**src/rtl/bp_pkg.sv**
```systemverilog
// Shared types for the branch predictor: BHT counter states, BTB entry layout
// and the saturating-counter next-state helper.
package bp_pkg;

    localparam int BP_IDX_W   = 4;
    localparam int BP_TAG_MAX = 30;

    typedef enum logic [1:0] {
        SNT = 2'b00,
        WNT = 2'b01,
        WT  = 2'b10,
        ST  = 2'b11
    } bht_state_e;

    localparam bht_state_e BHT_RESET = WNT;

    // Tag field is sized for the smallest legal index so any IDX_W fits.
    typedef struct packed {
        logic                  valid;
        logic [BP_TAG_MAX-1:0] tag;
        logic [31:0]           target;
    } btb_entry_t;

    function automatic bht_state_e bht_next(input bht_state_e s, input logic inc,
                                            input logic dec, input logic set_st);
        bht_state_e r;
        r = s;
        if (set_st) begin
            r = ST;
        end else if (inc) begin
            case (s)
                SNT:     r = WNT;
                WNT:     r = WT;
                default: r = ST;
            endcase
        end else if (dec) begin
            case (s)
                ST:      r = WT;
                WT:      r = WNT;
                default: r = SNT;
            endcase
        end
        return r;
    endfunction

endpackage

```
**src/rtl/branch_predictor_bht.sv**
```systemverilog
// bht_2bit: array of 2-bit saturating direction counters with one
// combinational read port and one inc/dec/set-strong write port.
module bht_2bit
    import bp_pkg::*;
#(
    parameter int IDX_W = BP_IDX_W
) (
    input  logic             i_clk,
    input  logic             i_rst,
    input  logic [IDX_W-1:0] i_rd_idx,
    output logic             o_rd_taken,
    input  logic [IDX_W-1:0] i_wr_idx,
    input  logic             i_wr_inc,
    input  logic             i_wr_dec,
    input  logic             i_wr_set_st
);

    localparam int ENTRIES = 1 << IDX_W;

    bht_state_e r_bht [ENTRIES];
    bht_state_e w_rd_state;

    always_ff @(posedge i_clk) begin
        if (i_rst) begin
            for (int i = 0; i < ENTRIES; i++) begin
                r_bht[i] <= BHT_RESET;
            end
        end else if (i_wr_inc || i_wr_dec || i_wr_set_st) begin
            r_bht[i_wr_idx] <= bht_next(r_bht[i_wr_idx], i_wr_inc, i_wr_dec, i_wr_set_st);
        end
    end

    // The upper counter bit alone decides the predicted direction.
    assign w_rd_state = r_bht[i_rd_idx];
    assign o_rd_taken = w_rd_state[1];

endmodule

```
**src/rtl/branch_predictor.sv**
```systemverilog
// IF-stage branch predictor: direct-mapped BTB plus 2-bit BHT, with EX-stage
// mispredict detection and training. Optional counters under BP_STATS_EN.
module branch_predictor
    import bp_pkg::*;
#(
    parameter int IDX_W = BP_IDX_W,
    parameter int TAG_W = 30 - BP_IDX_W
) (
    input  logic        clk,
    input  logic        rst,
    input  logic [31:0] if_pc,
    output logic        pred_taken,
    output logic [31:0] pred_target,
    input  logic        ex_valid,
    input  logic [31:0] ex_pc,
    input  logic        ex_is_branch,
    input  logic        ex_is_jump,
    input  logic        ex_taken,
    input  logic [31:0] ex_target,
    input  logic        ex_pred_taken,
    input  logic [31:0] ex_pred_target,
    output logic        mispredict,
    output logic [31:0] redirect_pc
`ifdef BP_STATS_EN
    ,
    output logic [31:0] stat_branches,
    output logic [31:0] stat_mispredicts
`endif
);

    localparam int ENTRIES = 1 << IDX_W;

    btb_entry_t r_btb [ENTRIES];

    logic [IDX_W-1:0]      w_if_idx;
    logic [IDX_W-1:0]      w_ex_idx;
    logic [BP_TAG_MAX-1:0] w_if_tag;
    logic [BP_TAG_MAX-1:0] w_ex_tag;
    btb_entry_t            w_if_entry;
    btb_entry_t            w_ex_entry;
    logic                  w_if_hit;
    logic                  w_ex_hit;
    logic                  w_if_bht_taken;
    logic                  w_ctl;
    logic                  w_noctl_pred;
    logic                  w_btb_wr;
    logic                  w_bht_inc;
    logic                  w_bht_dec;
    logic                  w_bht_set_st;
    logic [1:0]            w_unused_pc_lsb;

    assign w_unused_pc_lsb = if_pc[1:0];

    assign w_if_idx   = if_pc[IDX_W+1:2];
    assign w_ex_idx   = ex_pc[IDX_W+1:2];
    assign w_if_tag   = BP_TAG_MAX'(if_pc[31 -: TAG_W]);
    assign w_ex_tag   = BP_TAG_MAX'(ex_pc[31 -: TAG_W]);
    assign w_if_entry = r_btb[w_if_idx];
    assign w_ex_entry = r_btb[w_ex_idx];
    assign w_if_hit   = w_if_entry.valid && (w_if_entry.tag == w_if_tag);
    assign w_ex_hit   = w_ex_entry.valid && (w_ex_entry.tag == w_ex_tag);

    assign pred_taken  = w_if_hit && w_if_bht_taken;
    assign pred_target = pred_taken ? w_if_entry.target : 32'h0;

    assign w_ctl        = ex_valid && (ex_is_branch || ex_is_jump);
    assign w_noctl_pred = ex_valid && !ex_is_branch && !ex_is_jump && ex_pred_taken;

    assign mispredict = (w_ctl && ((ex_pred_taken != ex_taken) ||
                                   (ex_taken && (ex_pred_target != ex_target))))
                      || w_noctl_pred;
    assign redirect_pc = (w_ctl && ex_taken) ? ex_target : ex_pc + 32'd4;

    // Jumps take priority over the branch flag if a decoder ever sets both.
    assign w_btb_wr     = ex_valid && (ex_is_jump || (ex_is_branch && ex_taken));
    assign w_bht_set_st = ex_valid && ex_is_jump;
    assign w_bht_inc    = ex_valid && ex_is_branch && !ex_is_jump && ex_taken;
    assign w_bht_dec    = ex_valid && ex_is_branch && !ex_is_jump && !ex_taken && w_ex_hit;

    always_ff @(posedge clk) begin
        if (rst) begin
            for (int i = 0; i < ENTRIES; i++) begin
                r_btb[i].valid <= 1'b0;
            end
        end else if (w_btb_wr) begin
            r_btb[w_ex_idx] <= '{valid: 1'b1, tag: w_ex_tag, target: ex_target};
        end else if (w_noctl_pred) begin
            r_btb[w_ex_idx].valid <= 1'b0;
        end
    end

    bht_2bit #(
        .IDX_W (IDX_W)
    ) u_bht (
        .i_clk       (clk),
        .i_rst       (rst),
        .i_rd_idx    (w_if_idx),
        .o_rd_taken  (w_if_bht_taken),
        .i_wr_idx    (w_ex_idx),
        .i_wr_inc    (w_bht_inc),
        .i_wr_dec    (w_bht_dec),
        .i_wr_set_st (w_bht_set_st)
    );

`ifdef BP_STATS_EN
    logic [31:0] r_stat_branches;
    logic [31:0] r_stat_mispredicts;

    always_ff @(posedge clk) begin
        if (rst) begin
            r_stat_branches    <= 32'h0;
            r_stat_mispredicts <= 32'h0;
        end else begin
            if (w_ctl) begin
                r_stat_branches <= r_stat_branches + 32'd1;
            end
            if (mispredict) begin
                r_stat_mispredicts <= r_stat_mispredicts + 32'd1;
            end
        end
    end

    assign stat_branches    = r_stat_branches;
    assign stat_mispredicts = r_stat_mispredicts;
`endif

endmodule

```
**config.mk**
```make
export PLATFORM = sky130hd
export DESIGN_NAME = branch_predictor
export DESIGN_NICKNAME = d
export VERILOG_FILES = /design/src/rtl/bp_pkg.sv /design/src/rtl/branch_predictor_bht.sv /design/src/rtl/branch_predictor.sv
export SDC_FILE = /design/constraint.sdc
export NUM_CORES = 1
export LEC_CHECK = 0
export CAP_MARGIN = 20
export CORE_ASPECT_RATIO = 1.2
export CORE_MARGIN = 10
export CORE_UTILIZATION = 49
export DETAILED_ROUTE_END_ITERATION = 6
export PLACE_DENSITY_LB_ADDON = 0.25
export SLEW_MARGIN = 15
export SYNTH_ARGS = -nofsm -noshare
export SYNTH_HDL_FRONTEND = slang
export SYNTH_SLANG_ARGS = --single-unit
```
**constraint.sdc**
```tcl
create_clock -name clk -period 15.84 [get_ports clk]
set_input_delay 2.376 -clock clk [delete_from_list [all_inputs] [get_ports clk]]
set_output_delay 2.376 -clock clk [all_outputs]
set_load 0.005 [all_outputs]
```
==> Yosys cells after proc, flatten, opt, wreduce, memory -nomap -nowiden <==
Memories as Yosys holds them, arrays and structs flattened.
Cells that the tools add are included.
{ "op_classes": {"addsub": 1, "n_eq_ne": 7, "n_mux": 28, "bitwise_logic": 1, "n_reduce_logical": 30} }
{ "op_table": {"columns": ["operator", "n"], "rows": [
  ["$mux W32", 2],
  ["$eq A30 B26 Y1", 2],
  ["$mux W59", 1],
  ["$reduce_or A59 Y1", 1],
  ["$add A32 B3 Y32 const B", 1],
  ["$ne A32 B32 Y1", 1],
  ["$logic_and A1 B1 Y1", 18],
  ["$mux W1", 14],
  ["$mux W2", 7],
  ["$mux W4", 2],
  ["$pmux W2 S2", 2],
  ["$logic_or A1 B1 Y1", 6],
  ["$eq A2 B2 Y1 const B", 2],
  ["$logic_not A1 Y1", 3],
  ["$eq A2 B1 Y1 const B", 1],
  ["$logic_not A2 Y1", 1],
  ["$reduce_or A2 Y1", 1],
  ["$ne A1 B1 Y1", 1],
  ["$or A1 B1 Y1", 1]
]} }
{ "word_totals": {"register_bits": 0, "ram_bits": 976, "output_inout_bits": 66, "n_memories": 2} }
{ "memory_table": {"columns": ["memory", "depth", "word_bits", "read_ports", "rd_ports_with_merged_regs", "write_ports", "line_no", "rtl"], "rows": [
  ["r_btb", 16, 59, 2, 0, 16, "branch_predictor.sv:33", "btb_entry_t r_btb [ENTRIES];"],
  ["u_bht.r_bht", 16, 2, 2, 0, 16, "branch_predictor_bht.sv:20", "bht_state_e r_bht [ENTRIES];"]
]} }

==> Depth between registers and ports, before layout <==
Gate-level depths: netlist (run 1).
{ "logic_depth": {"word_depth": 11, "depth_mapped": 15} }

==> Cells and area by module <==
A second synthesis (run 1) with hierarchy kept.
{ "unflattened": {"hier_cells": 2372, "area_unflattened_um2": 44390.1} }
{ "by_module_without_submodules": {"columns": ["mod", "instances", "cells_per_inst", "area_per_inst_um2"], "rows": [
  ["branch_predictor", 1, 2213, 42355.6],
  ["bht_2bit", 1, 159, 2034.5]
]} }

==> Worst setup path before layout (run 1) <==
OpenSTA, ideal clock, no wires.
{ "synth_timing": {"path_kind": "input -> output", "from": "in if_pc[2]", "to": "out pred_target[11]", "t_arrival_ps": 5181, "required_ps": 13464, "setup_slack_ps": 8283, "cell_stages": 9, "path_buffers": 6, "path_cell_list": "clkbuf_1 buf_2 buf_2 buf_2 buf_2 buf_2 mux4_2 mux4_2 nor2b_1"} }
{ "synth_between": {"elab_chain_len": 5, "elab_cells_between_ends": 6} }
{ "synth_lines": {"columns": ["item", "line_no", "rtl"], "rows": [
  ["from (decl)", "branch_predictor.sv:11", "input logic [31:0] if_pc,"],
  ["$mem_v2 Z16 W59", null, null],
  ["$eq A30 B26 Y1", "branch_predictor.sv:60", "assign w_if_hit = w_if_entry.valid && (w_if_entry.tag == w_if_tag);"],
  ["$logic_and A1 B1 Y1", "branch_predictor.sv:60", null],
  ["$logic_and A1 B1 Y1", "branch_predictor.sv:63", "assign pred_taken = w_if_hit && w_if_bht_taken;"],
  ["$mux W32 (*)", "branch_predictor.sv:64", "assign pred_target = pred_taken ? w_if_entry.target : 32'h0;"],
  ["to (decl)", "branch_predictor.sv:13", "output logic [31:0] pred_target,"]
]} }
Every way passes the cells marked *; elsewhere a longest branch is shown, timed or not.

==> Final worst setup path (run 1) <==
{ "layout_timing": {"from": "in if_pc[2]", "to": "out pred_target[5]"} }
The elaborated chain is that of the path after synthesis.

==> out/summary.txt, run 1 <==
Unrepaired setup endpoints after global routing -> no
Post-synth ARST share -> 0%
Post-layout minimum cycle time -> 10.03 ns
Max-cap violations -> 0
Max-slew violation count -> 0
Share of the clock period used by the worst path -> 63.3%
Static Leak -> 15.3 nW
Remaining DRCs -> 10
Largest net degree at the start of global routing -> 101
Fin nets -> 2486
Max-slew headroom -> 26.2%
Syn Area/Cell -> 20.3 µm²
Critical path arrival -> 7.65 ns
CTS Sinks -> 976
# IOs -> 201
Fin util -> 56.6%
Post-synth cell types -> 60
GRT Residual Overflow -> 0
Width of the die -> 291 µm
P per Cell Area -> 112 mW/mm²
Post-DR wirelength/cell -> 33.7 µm
Post-CTS sizing -> 0
Global-route wire length before repair -> 173000 µm
H-Tree Depth -> 3
Fmax -> 0.0997 GHz
Mapped cell area -> 0.0432 mm²
Final hold vios -> 0
Area of the core -> 0.0877 mm²
Reg clk slew, reported paths -> 0.06 ns
GP Congestion -> 0.848
GRT Total Usage -> 23.6%
DR vias/cell -> 6.54
Sequential area share after synthesis -> 67.8%
Worst-margin pin slew -> 1.10 ns
Setup_tns -> 0 ns
Cell count after synthesis -> 2126
Critical path type -> in2out
Worst Path Max Fanout -> 56
Clk_lat worst skew -> 0.68 ns
Failing checks -> design-rule violations
Hold-fix buffers, CTS -> 0
CTS tree -> built
Post-DP HPWL -> 70300 µm
Initial DRC count -> 3221
CP required -> 13.46 ns
Crit path launch type -> primary input
Share of cells above drive strength 1 -> 27.2%
Total power -> 5.56 mW
DR vias -> 23400
Vias in the first global route -> 23900
Yosys top cell by area -> edfxtp_1
Num CTS Buffers -> 97
Die Height -> 345 µm
Setup-failing EPs final -> 0
Clock root buffer -> clkbuf_16
Share of the synthesized area in the top cell type -> 67.8%
Initial Util -> 49.3%
Antenna Cells -> 0
Run status -> complete, but fails checks
Post-synth EDFFs -> 976
Final hold slack -> 1.36 ns
Post-CTS setup buffers -> 0
Post-Place Cells -> 3396
# port buffers -> 198
Antenna Nets Post-Route -> 0
Class of the worst hold path -> reg2reg
DR pass1 iterations -> 7
Initial antenna violation count -> 6
Synth-to-layout area growth -> 14.9%
Ys flop type -> edfxtp_1
Total Wirelength -> 120000 µm
Clock skew -> 0.0292 ns
Flops & latches, synth -> 976
Yosys Warn Count -> 0
Synth top area cells -> edfxtp_1, mux4_2, xnor2_1
Net Count, Synth -> 2265
Die area -> 0.101 mm²
Worst VDD drop -> 0.0792 mV
Maximum root-to-sink buffer count -> 3
Site row count -> 119
Non-filler cells, final -> 3574
CP endpoint kind -> output port
==> through the flow <==
step	setup WS, ns	cell area [µm²]
finish	5.81	49700
global route	5.29	49700
CTS	5.59	49600
global placement	5.63	46600
detailed placement	5.61	46600
floorplan	8.28	43200
==> layout make-up <==
class,instances,area (µm²)
Clock buffer,123,2590
Inverter,12,45.0
Tap cell,1149,1440
Fill cell,6520,38000
Multi-Input combinational cell,994,13300
Clock inverter,54,452
Sequential cell,976,29300
Timing Repair Buffer,266,2520
==> path summary, 6_finish.rpt <==
path | start | to | slack (ns) | cells past startpoint
max reg2reg | r_btb[0][49] | u_bht.r_bht[4][1] | 11.75 | 9
max | if_pc[2] | pred_target[5] | 5.81 | 12
min | u_bht.r_bht[12][1] | u_bht.r_bht[10][0] | 1.36 | 6
min reg2reg | u_bht.r_bht[12][1] | u_bht.r_bht[10][0] | 1.36 | 6
==> state kept, by name, indices dropped and copies added, names as in the netlist <==
register,count
r_btb,944
u_bht.r_bht,32
==> cell usage in the layout (no fill, tap or decap), drive strengths merged, types with 15 or more instances in the layout <==
cell | netlist | layout
nand4 | 35 | 35
o21ai | 15 | 15
nor2 | 78 | 78
nor2b | 38 | 38
clkdlybuf4s50 | 0 | 190
nand3 | 22 | 22
xnor2 | 76 | 76
nand2 | 54 | 54
mux4 | 406 | 406
xor2 | 39 | 39
o21bai | 16 | 16
a21oi | 41 | 41
buf | 72 | 75
clkinv | 0 | 44
edfxtp | 976 | 976
mux2i | 48 | 48
clkbuf | 72 | 124
a31o | 16 | 16
nor3b | 16 | 16
==> where the power goes <==
part | leakage [nW] | switching, mW | total, mW | internal [mW]
Combinational | 5.05 | 0.256 | 0.461 | 0.206
Sequential | 8.78 | 0.00980 | 2.88 | 2.87
Clock | 1.48 | 0.976 | 2.22 | 1.24
Total | 15.3 | 1.24 | 5.56 | 4.32
==> metal layers <==
metal	GRT usage, %	part of all wire (%)	vias to the layer above
li1	-	-	9427
met1	32.6	39	12500
met2	38.1	49	1312
met3	4.39	9.6	179
met4	6.73	2.4	6
met5	0	0.036	-
==> synthesized netlist by cell type (4+ instances only) <==
library cell	count
edfxtp_1	976
mux4_2	406
nor2_1	78
xnor2_1	76
clkbuf_1	72
nand2_1	54
mux2i_1	48
buf_2	41
a21oi_1	40
xor2_1	39
nor2b_1	38
nand4_1	35
nand3_1	21
a31o_1	16
o21bai_1	16
buf_1	14
nor3b_1	12
nor4_1	11
o21ai_0	11
inv_1	10
mux2_2	10
buf_4	9
buf_6	8
a22oi_1	6
nor3_1	6
and3_1	5
o22ai_1	5
a22o_1	4
ha_1	4
nand2b_1	4
nor3b_2	4
o211ai_1	4
==> kinds of logic (layout without fill, tap and decap cells) <==
group           after synthesis  in the layout  synth area share, %
buf+inv                     156            455                 1.69
flops                       976            976                 67.8
mux                         464            464                 22.5
simple gates                278            278                 3.32
fa+ha+maj                     4              4                0.116
compound gates              133            133                 2.17
xor+xnor                    115            115                 2.33
==> critical path, cell delays in order <==
cell and delay, ns:
buf_8 0.47, buf_4 0.84, buf_4 0.85, mux4_2 0.61, mux4_2 0.53, xnor2_1 0.24
nand4_1 0.12, nor3_1 0.28, nand4_1 0.12, buf_4 0.32, nor2b_1 0.20, clkdlybuf4s50_1 0.54
Power figures use the tool's default switching activity.
==> run 2, diff against run 1 <==
==> constraint.sdc (replaced) <==
create_clock -name clk -period 8.2 [get_ports clk]
set_input_delay 1.23 -clock clk [delete_from_list [all_inputs] [get_ports clk]]
set_output_delay 1.23 -clock clk [all_outputs]
set_load 0.005 [all_outputs]
==> run 2 against run 1 <==
Against the previous run: the run now ends clean; clock power rose by 93%; clock skew barely moved; sequential share of layout area down 0.11 points; critical endpoint is now pred_target[6]; largest cell class unchanged.
==> out/summary.txt, run 2 (synthesis gave the netlist of run 1 again) <==
GRT Residual Overflow -> 0 (unchanged)
Worst VDD drop -> 0.191 mV (+140%)
Synth-to-layout area growth -> 15.1%
Global-route wire length before repair -> 173000 µm (+0.40%)
Post-Place Cells -> 3409 (+0.38%)
Reg with most FFs -> r_btb
Post-CTS sizing -> 0 (unchanged)
Die area -> 0.101 mm² (unchanged)
Initial antenna violation count -> 7 (+1)
Setup_tns -> 0 ns (unchanged)
Max-slew violation count -> 0 (unchanged)
GRT Total Usage -> 23.8% (+0.19 points)
Leading cell type in the layout, fill and taps excluded -> edfxtp_1
Non-filler cells, final -> 3584 (+0.28%)
Max-cap violations -> 0 (unchanged)
Share of the clock period used by the worst path -> 83.3%
CP endpoint kind -> output port
Run status -> finished, final reports clean
Die Height -> 345 µm (unchanged)
Largest net degree at the start of global routing -> 85 (-16%)
Static Leak -> 15.4 nW (+0.31%)
Multi-input logic area -> 0.0133 mm² (about the same)
Setup-failing EPs final -> 0 (unchanged)
Critical path arrival -> 5.60 ns (-2.05 ns)
CTS Sinks -> 976 (unchanged)
Initial Util -> 49.3% (unchanged)
P per Cell Area -> 216 mW/mm² (+93%)
CP required -> 6.97 ns (-6.49 ns)
Maximum root-to-sink buffer count -> 3 (unchanged)
# IOs -> 201 (unchanged)
Critical R2R Capture -> u_bht.r_bht[15][1]
Num CTS Buffers -> 96 (-1.0%)
Unrepaired setup endpoints after global routing -> no
Share of cells above drive strength 1 -> 27.5% (+0.32 points)
DR vias/cell -> 6.54 (about the same)
R2r worst-path depth -> 9 (unchanged)
Final hold vios -> 0 (unchanged)
Class of the worst hold path -> in2reg
DR pass1 iterations -> 5 (-2)
H-Tree Depth -> 3 (unchanged)
Site row count -> 119 (unchanged)
Critical path type -> in2out
Vias in the first global route -> 24300 (+1.7%)
Final setup margin -> 1.37 ns (-4.44 ns)
Fin nets -> 2498 (+0.48%)
Crit path launch type -> primary input
Clk_lat worst skew -> 0.68 ns (about the same)
Max reg flops -> 944 (unchanged)
Clock root buffer -> clkbuf_16
Width of the die -> 291 µm (unchanged)
Hold path depth -> 2 (-4)
Largest regs -> r_btb (944), u_bht.r_bht (32)
DR vias -> 23400 (+0.21%)
Post-layout minimum cycle time -> 6.83 ns
Fin util -> 56.7% (+0.10 points)
Fillcell total -> 6447 (-1.1%)
Area of the core -> 0.0877 mm² (unchanged)
Initial DRC count -> 2866 (-11%)
Hold path endpoint -> r_btb[8][51]
Post-CTS setup buffers -> 0 (unchanged)
Hold path startpoint -> ex_pc[25]
Fmax -> 0.146 GHz
# port buffers -> 198 (unchanged)
Reg clk slew, reported paths -> 0.06 ns (about the same)
Post-DP HPWL -> 71900 µm (+2.2%)
Worst Path Max Fanout -> 50 (-11%)
Most frequent cells in the layout -> edfxtp_1, mux4_2, clkdlybuf4s50_1, clkbuf_16, buf_4
Hold-fix buffers, CTS -> 0 (unchanged)
Post-DR wirelength/cell -> 33.8 µm (+0.35%)
R2R Setup Slk -> 4.33 ns (-7.42 ns)
Antenna Nets Post-Route -> 0 (unchanged)
Worst-margin pin slew -> 1.20 ns (+0.0928 ns)
Total Wirelength -> 121000 µm (+0.63%)
GP Congestion -> 0.858 (+1.2%)
Worst r2r src -> r_btb[8][49]
Place WS -> 1.32 ns (-4.29 ns)
Sequential Area -> 0.0293 mm² (unchanged)
Clock skew -> 0.0294 ns (+0.000187 ns)
Remaining DRCs -> 0 (-10)
CTS tree -> built
Max-slew headroom -> 20.0% (-6.2 points)
[run 2: layout make-up]
| type | count | share of cell area (%) |
|---|---|---|
| diodes | 2 | 0.0101 |
| clock buffers | 122 | 5.11 |
| clock inverters | 50 | 0.931 |
| inverters | 12 | 0.0906 |
| multi-input cells | 994 | 26.7 |
| flip-flops and latches | 976 | 58.9 |
| well taps | 1149 | 2.89 |
| repair buffers | 279 | 5.32 |
[run 2: through the flow]
stage	area, µm²	hold slack (ns)	power, mW
after CTS	49700	1.32	10.8
after floorplan	43200	1.16	6.17
final	49700	1.36	10.7
after detailed placement	46700	1.34	6.57
after global placement	46700	1.34	6.55
after global routing	49700	1.35	11.1
[run 2: power by group]
part / leakage [nW] / total (mW) / switching (mW) / internal, mW
logic: 5.12 / 0.897 / 0.497 / 0.399
registers: 8.78 / 5.56 / 0.0189 / 5.54
clock network: 1.46 / 4.28 / 1.87 / 2.42
[run 2: how the worst max path moves through the flow]
stage | from | cells after the start | slack, ns | end
finish | if_pc[2] | 11 | 1.37 | pred_target[6]
global route | if_pc[2] | 11 | 1.08 | pred_target[6]
CTS | if_pc[2] | 11 | 1.31 | pred_target[22]
detailed placement | if_pc[2] | 11 | 1.32 | pred_target[2]
global placement | if_pc[2] | 11 | 1.29 | pred_target[5]
floorplan | ex_pc[3] | 7 | 2.63 | r_btb[8][0]
[run 2: per-layer routing]
layer	up-vias	routed length, µm	GRT usage [%]
met5	-	38	0
met4	6	4210	8.45
met3	230	12000	5.61
met2	1328	59300	38.1
met1	12400	45700	31.6
li1	9434	-	-
[run 2: worst max-delay path, stage by stage]
cell             delay, ns
buf_8                 0.44
buf_4                 0.49
mux4_2                0.55
mux4_2                0.48
xnor2_1               0.15
nand4_1               0.12
nor4_1                0.64
nand4_1               0.27
buf_4                 0.36
nor2b_1               0.21
clkdlybuf4s50_1       0.53
